==> src/rtl/rob_pkg.sv <==
// Shared reorder-buffer types and widths, also used for register_renamer preg widths.
package rob_pkg;

    localparam int unsigned ROB_NUM_A_REGS = 32;
    localparam int unsigned ROB_NUM_P_REGS = 64;
    localparam int unsigned ROB_NUM_ENTRIES = 16;

    localparam int unsigned ARCH_W = $clog2(ROB_NUM_A_REGS);
    localparam int unsigned PREG_W = $clog2(ROB_NUM_P_REGS);
    localparam int unsigned TAG_W  = $clog2(ROB_NUM_ENTRIES);
    localparam int unsigned CNT_W  = TAG_W + 1;

    // One in-flight instruction awaiting in-order retirement.
    typedef struct packed {
        logic              valid;
        logic              done;
        logic              has_dest;
        logic [ARCH_W-1:0] arch_dest;
        logic [PREG_W-1:0] p_dest;
        logic [PREG_W-1:0] old_dest;
    } rob_entry_t;

endpackage

==> src/rtl/reorder_buffer.sv <==
// Two-wide allocate / two-port complete / two-wide in-order retire reorder buffer.
module reorder_buffer
    import rob_pkg::*;
#(
    parameter int unsigned NUM_A_REGS = ROB_NUM_A_REGS,
    parameter int unsigned NUM_P_REGS = ROB_NUM_P_REGS,
    parameter int unsigned ROB_DEPTH  = ROB_NUM_ENTRIES
) (
    input  logic                            clk_i,
    input  logic                            rst_i,
    input  logic                            alloc_en0_i,
    input  logic                            alloc_en1_i,
    input  logic [$clog2(NUM_A_REGS)-1:0]   arch_dest0_i,
    input  logic [$clog2(NUM_A_REGS)-1:0]   arch_dest1_i,
    input  logic [$clog2(NUM_P_REGS)-1:0]   p_dest0_i,
    input  logic [$clog2(NUM_P_REGS)-1:0]   p_dest1_i,
    input  logic [$clog2(NUM_P_REGS)-1:0]   old_dest0_i,
    input  logic [$clog2(NUM_P_REGS)-1:0]   old_dest1_i,
    input  logic                            has_dest0_i,
    input  logic                            has_dest1_i,
    output logic [$clog2(ROB_DEPTH)-1:0]    rob_tag0_o,
    output logic [$clog2(ROB_DEPTH)-1:0]    rob_tag1_o,
    output logic                            full_o,
    output logic                            empty_o,
    input  logic                            complete_en0_i,
    input  logic                            complete_en1_i,
    input  logic [$clog2(ROB_DEPTH)-1:0]    complete_tag0_i,
    input  logic [$clog2(ROB_DEPTH)-1:0]    complete_tag1_i,
    output logic                            en_free_reg0_o,
    output logic                            en_free_reg1_o,
    output logic [$clog2(NUM_P_REGS)-1:0]   free_reg0_o,
    output logic [$clog2(NUM_P_REGS)-1:0]   free_reg1_o,
    output logic                            retire0_o,
    output logic                            retire1_o,
    output logic [$clog2(NUM_A_REGS)-1:0]   retire_arch0_o,
    output logic [$clog2(NUM_A_REGS)-1:0]   retire_arch1_o,
    output logic [$clog2(NUM_P_REGS)-1:0]   retire_preg0_o,
    output logic [$clog2(NUM_P_REGS)-1:0]   retire_preg1_o
);

    localparam int unsigned AW = $clog2(NUM_A_REGS);
    localparam int unsigned PW = $clog2(NUM_P_REGS);
    localparam int unsigned TW = $clog2(ROB_DEPTH);
    localparam int unsigned CW = TW + 1;
    localparam logic [CW-1:0] FULL_THRESH = CW'(ROB_DEPTH - 2);

    rob_entry_t      entries [ROB_DEPTH];
    logic [TW-1:0]   head;
    logic [TW-1:0]   tail;
    logic [CW-1:0]   count;

    logic            acc0;
    logic            acc1;
    logic [TW-1:0]   head1;
    logic [1:0]      n_alloc;
    logic [1:0]      n_ret;

    // Occupancy flags, accepted allocations and tag assignment.
    always_comb begin
        full_o     = (count > FULL_THRESH);
        empty_o    = (count == '0);
        acc0       = alloc_en0_i & ~full_o;
        acc1       = alloc_en1_i & ~full_o;
        rob_tag0_o = tail;
        rob_tag1_o = tail + TW'(alloc_en0_i);
        n_alloc    = 2'(acc0) + 2'(acc1);
    end

    // In-order retire of head and head+1, data forced to zero when not retiring.
    always_comb begin
        head1          = head + TW'(1);
        retire0_o      = entries[head].valid & entries[head].done;
        retire1_o      = retire0_o & entries[head1].valid & entries[head1].done;
        n_ret          = 2'(retire0_o) + 2'(retire1_o);

        en_free_reg0_o = retire0_o & entries[head].has_dest;
        en_free_reg1_o = retire1_o & entries[head1].has_dest;
        free_reg0_o    = retire0_o ? PW'(entries[head].old_dest)   : '0;
        free_reg1_o    = retire1_o ? PW'(entries[head1].old_dest)  : '0;
        retire_arch0_o = retire0_o ? AW'(entries[head].arch_dest)  : '0;
        retire_arch1_o = retire1_o ? AW'(entries[head1].arch_dest) : '0;
        retire_preg0_o = retire0_o ? PW'(entries[head].p_dest)     : '0;
        retire_preg1_o = retire1_o ? PW'(entries[head1].p_dest)    : '0;
    end

    // Entry array and pointers; later writes (retire clear, allocate) take priority.
    always_ff @(posedge clk_i) begin
        if (rst_i) begin
            head  <= '0;
            tail  <= '0;
            count <= '0;
            for (int i = 0; i < int'(ROB_DEPTH); i++) begin
                entries[i].valid <= 1'b0;
                entries[i].done  <= 1'b0;
            end
        end else begin
            if (complete_en0_i && entries[complete_tag0_i].valid) begin
                entries[complete_tag0_i].done <= 1'b1;
            end
            if (complete_en1_i && entries[complete_tag1_i].valid) begin
                entries[complete_tag1_i].done <= 1'b1;
            end

            if (retire0_o) begin
                entries[head].valid <= 1'b0;
                entries[head].done  <= 1'b0;
            end
            if (retire1_o) begin
                entries[head1].valid <= 1'b0;
                entries[head1].done  <= 1'b0;
            end

            if (acc0) begin
                entries[tail] <= '{valid: 1'b1, done: 1'b0, has_dest: has_dest0_i,
                                   arch_dest: ARCH_W'(arch_dest0_i),
                                   p_dest: PREG_W'(p_dest0_i),
                                   old_dest: PREG_W'(old_dest0_i)};
            end
            if (acc1) begin
                entries[rob_tag1_o] <= '{valid: 1'b1, done: 1'b0, has_dest: has_dest1_i,
                                         arch_dest: ARCH_W'(arch_dest1_i),
                                         p_dest: PREG_W'(p_dest1_i),
                                         old_dest: PREG_W'(old_dest1_i)};
            end

            head  <= head + TW'(n_ret);
            tail  <= tail + TW'(n_alloc);
            count <= count + CW'(n_alloc) - CW'(n_ret);
        end
    end

endmodule

==> config.mk <==
export PLATFORM = sky130hd
export DESIGN_NAME = reorder_buffer
export DESIGN_NICKNAME = d
export VERILOG_FILES = /design/src/rtl/rob_pkg.sv /design/src/rtl/reorder_buffer.sv
export SDC_FILE = /design/constraint.sdc
export NUM_CORES = 1
export LEC_CHECK = 0
export BUFFER_PORTS_ARGS = -buffer_cell sky130_fd_sc_hd__buf_2
export CORE_ASPECT_RATIO = 1.75
export CORE_MARGIN = 10
export CORE_UTILIZATION = 55
export DETAILED_ROUTE_END_ITERATION = 8
export HOLD_SLACK_MARGIN = 0.02
export PLACE_DENSITY_LB_ADDON = 0.12
export SYNTH_ARGS = -nofsm -noshare
export SYNTH_HDL_FRONTEND = slang
export SYNTH_SLANG_ARGS = --single-unit
export TNS_END_PERCENT = 50
==> constraint.sdc <==
create_clock -name clk_i -period 5.45 [get_ports clk_i]
set_input_delay 0.2725 -clock clk_i [delete_from_list [all_inputs] [get_ports clk_i]]
set_output_delay 0.2725 -clock clk_i [all_outputs]
set_load 0.05 [all_outputs]
### Word-level counts from Yosys, hierarchy flattened

Memories as Yosys holds them, arrays and structs flattened. A register that Yosys moved wholly into a read port is not among the register bits.
Cells that the tools add are included.

* $add $sub $neg: 8
* order comparisons: 1
* muxes and demuxes: 45
* bitwise gates (word level): 8
* reductions and logical operators: 9

Operators by type and width (count)
* $mux W20: 6
* $reduce_or A20 Y1: 6
* $mux W4: 7
* $mux W6: 4
* $mux W1: 20
* $mux W5: 2
* $add A4 B2 Y4: 2
* $mux W2: 4
* $and A1 B1 Y1: 7
* $mux W3: 2
* $add A5 B2 Y5: 1
* $gt A5 B4 Y1 const B: 1
* $logic_not A5 Y1: 1
* $sub A5 B2 Y5: 1
* $add A1 B1 Y2: 2
* $add A4 B1 Y4: 1
* $add A4 B1 Y4 const B: 1
* $logic_and A1 B1 Y1: 2
* $not A1 Y1: 1

* flip-flop bits (word level): 13
* memory bits (writable): 320
* input port bits: 50
* word-level logic and storage cells: 75
* memories kept: 1

Memories
* entries: depth 16, width 20, rd ports 4, clocked after Yosys merged registers in 1, wr ports 16, line reorder_buffer.sv:47 `rob_entry_t entries [ROB_DEPTH];`

### Depth between registers and ports, before layout

An unclocked memory read counts as a cell.

* depth after elaboration: 9
* gate-level depth with buffers: 25

### Least setup slack after synthesis

OpenSTA, ideal clock, no wires.

* path kind: register to register
* from: reg head[1]
* to: reg count[4]
* arrival: 5240 ps
* required time: 5322 ps
* setup slack: 82 ps
* stages on the path, launching flop included: 26
* path buffers: 7
* period minus slack after synthesis: 5368 ps
* cell sequence: dfxtp_1 -> buf_6 -> buf_2 -> buf_2 -> buf_2 -> inv_1 -> ha_1 -> clkbuf_1 -> nand3_1 -> o211ai_1 -> a21oi_1 -> or2_2 -> a21o_1 -> buf_2 -> buf_2 -> inv_1 -> ha_1 -> ha_1 -> inv_1 -> ha_1 -> fa_1 -> a21oi_1 -> nor2_1 -> nor2_1 -> xor2_1 -> nor2_1

* word-level cells in the longest chain between the ends: 6

RTL lines
* start, declared: line reorder_buffer.sv:48 `logic [TW-1:0] head;`
* start signal, assigned: line reorder_buffer.sv:126 `head <= head + TW'(n_ret);`
* $add A4 B1 Y4 (*): line reorder_buffer.sv:71 `head1 = head + TW'(1);`
* $mem_v2 Z16 W20 (*)
* $and A1 B1 Y1: line reorder_buffer.sv:73 `retire1_o = retire0_o & entries[head1].valid & entries[head1].done;`
* $and A1 B1 Y1 (*): line reorder_buffer.sv:73
* via retire1_o: line reorder_buffer.sv:34 `output logic retire1_o,`
* $add A1 B1 Y2 (*): line reorder_buffer.sv:74 `n_ret = 2'(retire0_o) + 2'(retire1_o);`
* $sub A5 B2 Y5 (*): line reorder_buffer.sv:128 `count <= count + CW'(n_alloc) - CW'(n_ret);`
* end signal, assigned: line reorder_buffer.sv:128
* end, declared: line reorder_buffer.sv:50 `logic [CW-1:0] count;`

The timed path passes the listed nets; every way through them passes the cells marked *.
A chain may end at the register's enable or synchronous reset.

### Final worst setup path

* from: reg head[1]
* to: out en_free_reg1_o

* word-level cells in the longest chain between the ends: 5

RTL lines
* $add A4 B1 Y4 (*): line reorder_buffer.sv:71
* $mem_v2 Z16 W20 (*)
* $and A1 B1 Y1 (2 in a row): line reorder_buffer.sv:73
* $and A1 B1 Y1 (*): line reorder_buffer.sv:77 `en_free_reg1_o = retire1_o & entries[head1].has_dest;`
* end, declared: line reorder_buffer.sv:30 `output logic en_free_reg1_o,`

Mark *: on every way between the ends. The rest lies on a longest branch, timed or not.

==> impl_summary.log <==
[metrics] Skew-Pair Late Insertion Delay: 0.59 ns
[metrics] critical path's slowest cell: sky130_fd_sc_hd__buf_4
[metrics] fraction of final layout cells sized beyond drive strength 1: 0.2929
[metrics] overall overflow remaining after global route: 0
[metrics] instance count along the most critical hold path: 2
[metrics] RSZ-0062 raised after global routing: false
[metrics] layout-stage area growth over the synthesis result: 10.10%
[metrics] Global Route Usage Sum: 0.3349
[metrics] cell leakage power: roughly 7.3 nW
[metrics] number of design rule violations left after detail routing: 0
[metrics] Register-to-Register Setup Slack: approximately 1.1 ns
[metrics] placed wire-length estimate: 49.40 mm
[metrics] share of async-settable or async-resettable flops after synthesis: 0
[metrics] Tmin final: roughly 4.8 ns
[metrics] number of antenna violations at the first check in global routing: 18
[metrics] number of cells produced by synthesis: between 1000 and 1500
[metrics] peak clock frequency supported by timing: approximately 0.21 GHz
[metrics] combined area of all synthesized cells: around 20000 sq um
[metrics] detailed-route via count: 15221
[metrics] detailed-route wire length per cell: roughly 38 microns
[metrics] Clock Sinks: about 330
[metrics] area after detailed placement: about 21000 sq um
[metrics] synth warn: 0
[metrics] core region area: 36030 sq um
[metrics] R2R Path Start: head[1]
[metrics] kind of critical path: reg2out
[metrics] CTS root buffer: sky130_fd_sc_hd__clkbuf_16
[metrics] # Post-CTS Setup Buffers: 0
[metrics] number of violations of the max-capacitance limit: 0
[metrics] Placer Congestion: 0.9518
[metrics] Synth area leader: sky130_fd_sc_hd__edfxtp_1
[metrics] number of cells after detailed placement: 1923
[metrics] transition time of the tightest slew-check pin: 1.293 ns
[metrics] Die Ht: between 200 and 300 microns
[metrics] class of the most critical hold timing path: in2reg
[metrics] CTS max path bufs: 3
[metrics] remaining antenna violation count: 0
[metrics] wire length of the first global-routing pass: 107.6 mm
[metrics] register bit total from synthesis: around 330
[metrics] cell area after layout: around 22000 sq um
[metrics] largest cells by area after synthesis: sky130_fd_sc_hd__edfxtp_1, sky130_fd_sc_hd__mux4_2, sky130_fd_sc_hd__a22o_1
[metrics] pin count of the biggest net entering global routing: between 100 and 150
[metrics] Cell variety after synth: slightly below 70
[metrics] CTS tree: done
[metrics] number of pins with negative max-slew slack in the final report: 0
[metrics] Critical Path Sink Type: output port
[metrics] total number of nets in the final design: between 1500 and 2000
[metrics] most common cell in the netlist: sky130_fd_sc_hd__edfxtp_1
[metrics] commonest cells in the synthesized netlist: sky130_fd_sc_hd__edfxtp_1, sky130_fd_sc_hd__a22o_1, sky130_fd_sc_hd__mux4_2, sky130_fd_sc_hd__clkbuf_1, sky130_fd_sc_hd__nand2_1
[metrics] total count of hold-check failures in the final report: 0
[metrics] Vias/cell: roughly 7.6
[metrics] Top FF cell, synth: sky130_fd_sc_hd__edfxtp_1
[metrics] via count of the first global-routing pass: about 15000
[metrics] count of fill cells added during filler insertion: 2841
[metrics] clock tree skew after final layout: approximately 0.019 ns
[metrics] Worst Setup Start Kind: flip-flop
[metrics] most numerous cell on the critical path: sky130_fd_sc_hd__buf_4
[metrics] I/O pin cnt: 98
[metrics] starting density of the core: 0.5572
[metrics] mean instance size in the synthesized netlist: 13.49 sq um
[metrics] # setup viols final: 0
[metrics] Row Count: just over 90
[metrics] outcome: finished, final reports clean
[metrics] TritonCTS Buffers: 31
[metrics] Port Buffer Count: between 90 and 100
[metrics] number of standard cells in the layout, taps in and fillers out: about 2000
[metrics] depth of the most critical reg-to-reg path: 17
[metrics] total negative setup slack: 0 ns
[metrics] Core Util, Final: 0.6135
[metrics] Post-CTS Hold Fix Bufs: 0
[metrics] setup slack at placement: between 1 and 1.5 ns
[metrics] Pwr per Cell Area: just under 300 nW/um^2
[metrics] worst slew margin relative to its limit: 0.1373
[metrics] total iterations of the first detailed-routing run: 6
[metrics] First DRT Iteration DRCs: ~2000
[metrics] worst-path cell chain: inv_1 -> ha_4 -> buf_4 -> buf_4 -> mux4_2 -> nand2_1 -> and3_1 -> a211oi_1 -> buf_2
[metrics] minimum setup slack in the final design: 0.6845 ns
[metrics] portion of synthesized cell area occupied by the leading cell type: 0.4308
[metrics] die width: between 150 and 200 microns
[metrics] clock-pin transition on the worst setup and hold timing paths: 0.07 ns
[metrics] Crit Reg-Reg Endpoint: count[4]
[metrics] Worst Path Arrival: ~4.5 ns
[metrics] crit-path max FO: 37
[metrics] Syn Nets: about 1600
[metrics] Max stage delay on crit path: between 0.6 and 0.7 ns
[metrics] data required time at the worst endpoint: 5.18 ns
[metrics] final period utilization: 0.8744
[metrics] CP endpoint: en_free_reg1_o
[metrics] Critical path origin: head[1]
[metrics] share of synthesized area occupied by flip-flops and latches: 0.4756
[metrics] EDFF count, synth: between 200 and 300
[metrics] # resized after CTS: 0
[metrics] total wirelength of the detailed-routed design: roughly 76 mm
[metrics] maximum level of the CTS H-tree: 1
[metrics] worst IR drop on VDD: roughly 0.00031 V
[metrics] die outline area: ~45000 sq um
state kept, by name (all words and copies together) (netlist names):
signal      cells
entries       320
rob_tag0_o      4
count           5
head            4
power by group:
| part | internal, mW | switching (mW) |
|---|---|---|
| Clock | 1.32 | 0.984 |
| Combinational | 0.398 | 0.736 |
| Sequential | 2.92 | 0.128 |
cell usage in the layout (no fill, tap or decap), types with 6 or more instances in the layout:
| cell | netlist | routed |
|---|---|---|
| sky130_fd_sc_hd__a21oi_1 | 15 | 15 |
| sky130_fd_sc_hd__inv_1 | 37 | 37 |
| sky130_fd_sc_hd__buf_4 | 1 | 60 |
| sky130_fd_sc_hd__nor2_1 | 35 | 32 |
| sky130_fd_sc_hd__nand3_1 | 22 | 22 |
| sky130_fd_sc_hd__o2111ai_1 | 6 | 6 |
| sky130_fd_sc_hd__mux2i_1 | 22 | 22 |
| sky130_fd_sc_hd__clkinv_2 | 0 | 6 |
| sky130_fd_sc_hd__nor2b_1 | 20 | 17 |
| sky130_fd_sc_hd__buf_2 | 61 | 97 |
| sky130_fd_sc_hd__clkbuf_16 | 0 | 31 |
| sky130_fd_sc_hd__nor4_2 | 3 | 16 |
| sky130_fd_sc_hd__dfxtp_1 | 45 | 41 |
| sky130_fd_sc_hd__nand2_1 | 75 | 75 |
| sky130_fd_sc_hd__a22o_1 | 287 | 287 |
| sky130_fd_sc_hd__and3_1 | 23 | 23 |
| sky130_fd_sc_hd__and2_1 | 32 | 32 |
| sky130_fd_sc_hd__nand2b_1 | 8 | 8 |
| sky130_fd_sc_hd__nand4_1 | 8 | 8 |
| sky130_fd_sc_hd__bufinv_16 | 0 | 6 |
| sky130_fd_sc_hd__edfxtp_1 | 288 | 288 |
| sky130_fd_sc_hd__a211oi_1 | 19 | 19 |
| sky130_fd_sc_hd__a32oi_1 | 12 | 12 |
| sky130_fd_sc_hd__diode_2 | 0 | 14 |
| sky130_fd_sc_hd__a31oi_1 | 7 | 7 |
| sky130_fd_sc_hd__mux4_2 | 173 | 173 |
| sky130_fd_sc_hd__ha_1 | 22 | 21 |
| sky130_fd_sc_hd__o21ai_0 | 8 | 8 |
| sky130_fd_sc_hd__nor3_1 | 21 | 17 |
| sky130_fd_sc_hd__nor3_2 | 4 | 6 |
| sky130_fd_sc_hd__nor4_1 | 22 | 6 |
worst max-delay path: cells and delay by family, from the launching register on:
family                   cells  cell delay, ns
AO/OA/AOI/OAI                1            0.56
adder cells (fa/ha/maj)      1            0.39
buffers and inverters        4            1.76
flip-flops                   1            0.54
multiplexers                 1            0.35
AND/OR/NAND/NOR              2            0.21
per-stage QoR:
step,total power [mW],hold slack [ns]
5_1_grt,6.663,0.09708
6_report,6.486,0.07549
3_3_place_gp,4.199,0.5107
3_5_place_dp,4.217,0.5198
4_1_cts,6.480,0.06115
2_1_floorplan,3.824,0.4655
metal layers:
layer | vias to the layer above | part of all wire | global-route usage
met5 | - | 0 | 0
met4 | 0 | 0.083 | 0.2673
met3 | 276 | 0.086 | 0.05134
met2 | 1078 | 0.52 | 0.5719
met1 | 7772 | 0.31 | 0.3599
li1 | 6095 | - | -
cell families after synthesis:
| group | share of synthesized area |
|---|---|
| XOR/XNOR | 0.007354 |
| multiplexers | 0.2056 |
| flip-flops | 0.4756 |
| AO/OA/AOI/OAI | 0.1650 |
| buffers and inverters | 0.04849 |
| AND/OR/NAND/NOR | 0.08027 |
| adder cells (fa/ha/maj) | 0.01770 |
worst min path at each step:
stage                               start         endpoint  slack (ns)
after detailed placement  entries[15][19]  entries[15][19]        0.52
after global routing                rst_i         count[3]         0.1
final                               rst_i         count[2]        0.08
after global placement    entries[15][19]  entries[15][19]        0.51
after CTS                           rst_i    rob_tag0_o[3]        0.06
after floorplan           entries[13][19]  entries[13][19]        0.47
layout make-up:
class	count	area [sq um]	share of cell area
antenna	14	35.03	0.001585
clock buffer	35	790.8	0.03577
clock inverter	21	255.2	0.01155
inverter	39	146.4	0.006622
multi-input combinational	923	9774	0.4422
sequential	333	9559	0.4324
tap	470	588.1	0.02660
timing repair buffer	158	955.9	0.04324
(Power assumes the default switching activity.)
